File: src/rtl/uart_tx_cfg.sv
// UART transmitter with a small transmit FIFO and per-frame latched framing
// configuration (data width, optional parity, one or two stop bits).
module uart_tx_cfg #(
  parameter int unsigned DATA_BITS  = 8,
  parameter int unsigned FIFO_DEPTH = 4
) (
  input  logic                          clk,
  input  logic                          nReset,
  input  logic                          en,
  input  logic [DATA_BITS-1:0]          data,
  input  logic                          valid,
  output logic                          ready,
  input  logic                          parityEn,
  input  logic                          parityOdd,
  input  logic                          twoStop,
  output logic                          out,
  output logic                          busy,
  output logic                          done,
  output logic [$clog2(FIFO_DEPTH):0]   level
);

  localparam int unsigned AW = $clog2(FIFO_DEPTH);
  localparam int unsigned PW = AW + 1;
  localparam int unsigned CW = $clog2(DATA_BITS);

  typedef enum logic [2:0] {
    S_IDLE,
    S_START,
    S_DATA,
    S_PARITY,
    S_STOP1,
    S_STOP2
  } state_t;

  state_t               state_q, state_d;
  logic [DATA_BITS-1:0] shift_q, shift_d;
  logic [CW-1:0]        cnt_q, cnt_d;
  logic                 par_en_q, par_en_d;
  logic                 par_bit_q, par_bit_d;
  logic                 two_stop_q, two_stop_d;
  logic                 out_q, out_d;
  logic                 done_q, done_d;
  logic                 busy_q, busy_d;
  logic                 ready_q, ready_d;
  logic [PW-1:0]        level_q, level_d;
  logic [PW-1:0]        wr_ptr_q, wr_ptr_d;
  logic [PW-1:0]        rd_ptr_q, rd_ptr_d;
  logic [DATA_BITS-1:0] mem_q [FIFO_DEPTH];

  logic                 empty_c;
  logic                 full_c;
  logic                 push_c;
  logic                 pop_c;
  logic                 frame_end_c;
  logic [DATA_BITS-1:0] head_c;

  // Extra pointer bit distinguishes full from empty when the indices match.
  assign empty_c = (wr_ptr_q == rd_ptr_q);
  assign full_c  = (wr_ptr_q[AW] != rd_ptr_q[AW]) &&
                   (wr_ptr_q[AW-1:0] == rd_ptr_q[AW-1:0]);
  assign push_c  = valid & ~full_c;
  assign head_c  = mem_q[rd_ptr_q[AW-1:0]];

  assign ready = ready_q;
  assign out   = out_q;
  assign busy  = busy_q;
  assign done  = done_q;
  assign level = level_q;

  always_comb begin
    state_d     = state_q;
    shift_d     = shift_q;
    cnt_d       = cnt_q;
    par_en_d    = par_en_q;
    par_bit_d   = par_bit_q;
    two_stop_d  = two_stop_q;
    out_d       = out_q;
    done_d      = 1'b0;
    pop_c       = 1'b0;
    frame_end_c = 1'b0;

    if (en) begin
      unique case (state_q)
        S_IDLE: begin
          if (!empty_c) pop_c = 1'b1;
        end
        S_START: begin
          state_d = S_DATA;
          out_d   = shift_q[0];
          cnt_d   = CW'(DATA_BITS - 1);
        end
        S_DATA: begin
          if (cnt_q != '0) begin
            shift_d = shift_q >> 1;
            out_d   = shift_q[1];
            cnt_d   = cnt_q - CW'(1);
          end else if (par_en_q) begin
            state_d = S_PARITY;
            out_d   = par_bit_q;
          end else begin
            state_d = S_STOP1;
            out_d   = 1'b1;
          end
        end
        S_PARITY: begin
          state_d = S_STOP1;
          out_d   = 1'b1;
        end
        S_STOP1: begin
          if (two_stop_q) state_d = S_STOP2;
          else            frame_end_c = 1'b1;
        end
        S_STOP2: begin
          frame_end_c = 1'b1;
        end
        default: state_d = S_IDLE;
      endcase
    end

    // A finished frame chains straight into the next start bit when data waits.
    if (frame_end_c) begin
      done_d = 1'b1;
      if (!empty_c) begin
        pop_c = 1'b1;
      end else begin
        state_d = S_IDLE;
        out_d   = 1'b1;
      end
    end

    if (pop_c) begin
      state_d    = S_START;
      shift_d    = head_c;
      par_en_d   = parityEn;
      par_bit_d  = (^head_c) ^ parityOdd;
      two_stop_d = twoStop;
      out_d      = 1'b0;
    end

    wr_ptr_d = push_c ? (wr_ptr_q + PW'(1)) : wr_ptr_q;
    rd_ptr_d = pop_c  ? (rd_ptr_q + PW'(1)) : rd_ptr_q;
    level_d  = wr_ptr_d - rd_ptr_d;
    ready_d  = (level_d != PW'(FIFO_DEPTH));
    busy_d   = (state_d != S_IDLE) | (level_d != '0);
  end

  always_ff @(posedge clk or negedge nReset) begin
    if (!nReset) begin
      state_q    <= S_IDLE;
      shift_q    <= '0;
      cnt_q      <= '0;
      par_en_q   <= 1'b0;
      par_bit_q  <= 1'b0;
      two_stop_q <= 1'b0;
      out_q      <= 1'b1;
      done_q     <= 1'b0;
      busy_q     <= 1'b0;
      ready_q    <= 1'b1;
      level_q    <= '0;
      wr_ptr_q   <= '0;
      rd_ptr_q   <= '0;
    end else begin
      state_q    <= state_d;
      shift_q    <= shift_d;
      cnt_q      <= cnt_d;
      par_en_q   <= par_en_d;
      par_bit_q  <= par_bit_d;
      two_stop_q <= two_stop_d;
      out_q      <= out_d;
      done_q     <= done_d;
      busy_q     <= busy_d;
      ready_q    <= ready_d;
      level_q    <= level_d;
      wr_ptr_q   <= wr_ptr_d;
      rd_ptr_q   <= rd_ptr_d;
    end
  end

  // Storage needs no reset: the pointers alone define what is valid.
  always_ff @(posedge clk) begin
    if (push_c) mem_q[wr_ptr_q[AW-1:0]] <= data;
  end

endmodule
File: config.mk
export PLATFORM = sky130hd
export DESIGN_NAME = uart_tx_cfg
export DESIGN_NICKNAME = d
export VERILOG_FILES = /design/src/rtl/uart_tx_cfg.sv
export SDC_FILE = /design/constraint.sdc
export NUM_CORES = 1
export LEC_CHECK = 0
export ABC_AREA = 1
export CORE_UTILIZATION = 53
export DETAILED_ROUTE_END_ITERATION = 16
export HOLD_SLACK_MARGIN = 0.08
export PLACE_DENSITY = 0.76
export SLEW_MARGIN = 20
export SYNTH_ARGS = -nofsm -noshare
export SYNTH_HDL_FRONTEND = slang
export SYNTH_SLANG_ARGS = --single-unit
File: constraint.sdc
create_clock -name clk -period 2.65 [get_ports clk]
set_input_delay 0.53 -clock clk [delete_from_list [all_inputs] [get_ports clk]]
set_output_delay 0.53 -clock clk [all_outputs]
set_load 0.01 [all_outputs]
==> impl_metrics.json <==
{
  "run_status": "finished, final reports clean",
  "drt_wl_total_mm": 6.069,
  "io_pins": 22,
  "placedCellCount": 445,
  "synthCells": 347,
  "synth_edf_count": 32,
  "maxCapViolCount": 0,
  "clock-sinks": 62,
  "layout_min_cycle_time_ps": 2513,
  "async_reset_ff_share_pct": 48.39,
  "hold_buffers": 0,
  "start_util_pct": 55.80,
  "drt_pass1_iterations": 5,
  "dp_hpwl_mm": 4.115,
  "clk_latency_ps": 350,
  "die_w_um": 78.84,
  "wl_per_cell_um": 13.05,
  "synth_top_area_share_pct": 30.71,
  "pre_cts_ws_ps": -205.4,
  "drv_slew": 0,
  "ant_nets": 0,
  "cp-end-kind": "flop",
  "grt_pass1_vias": 2278,
  "synth_top_area_cell": "edfxtp_1",
  "grt_max_degree": 31,
  "syn-num-nets": 371,
  "syn_avg_cell_area_um2": 9.018,
  "cts_max_level": 3,
  "setup.worst_path.start": "en",
  "reg2reg_slack_ps": 150,
  "tightest_slew_ps": 425.4,
  "holdPathStages": 2,
  "clkSlewWorstSetupHoldPaths_ps": 70,
  "rows": 27,
  "grt_use_total_pct": 22.01,
  "cts_tree": "built",
  "place_congestion": 0.8405,
  "cp-start-kind": "input port",
  "vias_per_cell": 5.114,
  "synth_cell_types": 34,
  "io_buffers": 21,
  "p_per_area_mw_per_mm2": 1311,
  "hp-class": "flop to flop",
  "yosys_warnings": 0,
  "dr.first_iter.drc_count": 149,
  "core_area_mm2": 0.005608,
  "p_total_mw": 4.870,
  "hold_viol": 0,
  "max-clock-path-buffers": 2,
  "synth_top_cells_by_area": "edfxtp_1, dfrtp_1, nand2_1",
  "fmax_ghz": 0.3979,
  "worst_slack_ps": 136.7,
  "utilization_pct": 66.27,
  "ys_top_cells_by_count": "nand2_1, inv_1, edfxtp_1, nand3_1, dfrtp_1",
  "antenna_found_initial": 0,
  "clock_skew_ps": 7.907,
  "finalNetCount": 412,
  "r2r_start": "wr_ptr_q[0]$_DFF_PN0_",
  "grt_first_pass_wirelength_mm": 10.14,
  "overflow": 0,
  "setup_viol": 0,
  "final_cell_count_no_fill": 465,
  "dieArea_mm2": 0.006216,
  "antenna_cells": 0,
  "crit_fanout": 4,
  "clock-root-buffer": "clkbuf_8",
  "chipHeight_um": 78.84,
  "worst_r2r_endpoint": "busy$_DFF_PN0_",
  "synthFlopType": "edfxtp_1",
  "cp_data_required_time_ps": 2890,
  "peakVddDrop_uv": 563.8,
  "holdCritStartpoint": "par_bit_q$_DFFE_PN0N_",
  "synth.cell_area_mm2": 0.003129,
  "path_class": "input port to flop",
  "drc": 0,
  "seq_area_frac_synth_pct": 54.78,
  "layout-drive-gt1-share_pct": 15.78,
  "worstPathArrival_ps": 2750,
  "relSlewSlack_pct": 71.57,
  "reg2reg_depth": 14,
  "cts_made_buffers": 9,
  "via_count": 2378,
  "p_leak_nw": 1.708,
  "synth_seq_cells": 62,
  "yosysMostFrequentCell": "nand2_1",
  "fin_tns_setup_ps": 0,
  "period_share_pct": 94.84,
  "synthToLayoutAreaGrowth_pct": 18.75,
  "whs_endpoint": "par_bit_q$_DFFE_PN0N_"
}
## routing by layer
layer	global-route usage (%)	share of wire [%]
met5	0	0
met4	9.455	1.5
met1	26.69	45
met2	36.78	49
met3	6.207	4.4
## final cells by class
| cell class | instances | area, µm² |
|---|---|---|
| Clock inverter | 6 | 70.07 |
| Fill cell | 467 | 1892 |
| Multi-Input combinational cell | 236 | 1212 |
| Sequential cell | 62 | 1715 |
| Clock buffer | 10 | 127.6 |
| Tap cell | 72 | 90.09 |
| Inverter | 40 | 155.1 |
| Timing Repair Buffer | 39 | 345.3 |
## state kept, by name (all words and copies together), names as in the netlist
register,flops
state_q,3
par_bit_q,1
rd_ptr_q,3
two_stop_q,1
done,1
out,1
mem_q,32
par_en_q,1
cnt_q,3
shift_q,8
busy,1
wr_ptr_q,3
level,3
ready,1
## per-stage QoR
| stage | hold slack, ps | area, µm² |
|---|---|---|
| 2_1_floorplan | 234.4 | 3129 |
| 3_3_place_gp | 466.4 | 3456 |
| 3_5_place_dp | 476.3 | 3456 |
| 4_1_cts | 493.1 | 3654 |
| 5_1_grt | 527.0 | 3716 |
| 6_report | 488.1 | 3716 |
## power by group
group / total (mW) / leakage, nW / switching, mW / internal (mW)
clock network: 0.831 / 0.0891 / 0.393 / 0.438
logic: 2.48 / 0.985 / 1.52 / 0.957
registers: 1.56 / 0.634 / 0.183 / 1.38
## worst max path at each step
stage,slack (ps),end,depth (start not counted)
after floorplan,120,busy$_DFF_PN0_,15
after global placement,-120,busy$_DFF_PN0_,12
after detailed placement,-210,busy$_DFF_PN0_,12
after CTS,50,busy$_DFF_PN0_,13
after global routing,-30,busy$_DFF_PN0_,12
final,140,busy$_DFF_PN0_,12
## kinds of logic (layout without fill, tap and decap cells)
kind of cell | after synthesis | in the layout | synth area share [%]
adders and majority gates | 9 | 9 | 3.839
muxes | 1 | 1 | 0.3199
and+or+nand+nor | 190 | 190 | 25.47
DFF | 62 | 62 | 54.78
AOI/OAI and AO/OA | 30 | 30 | 6.438
xor gates and xnor gates | 6 | 6 | 1.679
buffers and inverters | 49 | 95 | 7.477
## cells in the final DEF (no fill, tap or decap), types with 3 or more instances in the layout
cell,synthesis,routed
o211ai_1,3,3
inv_1,34,34
buf_4,1,18
clkbuf_8,0,9
o21ai_0,10,9
xor2_1,5,4
ha_1,8,8
a21oi_2,3,3
clkdlybuf4s50_1,0,21
nand3_1,32,32
nor2_2,3,4
clkinvlp_4,0,3
nand2_1,127,125
nand2_2,3,5
nor2_1,17,16
edfxtp_1,32,32
dfrtp_1,28,27
inv_2,5,5
a31oi_1,5,5
## worst max-delay path: stages
cell	delay, ps
clkdlybuf4s50_1	530
nand3_1	120
nand2_1	120
nand2_4	80
xor2_1	180
ha_1	170
inv_1	50
fa_1	460
nor2_2	140
nand3_1	110
nor3_2	190
nand2_1	70
## timing repair
item	4_1_cts	5_1_grt
resized for setup	0	9
endpoints found under the hold margin	0	0
setup endpoints to repair	0	1
setup buffers	0	4
No activity file was read; power rests on OpenSTA's default activity.
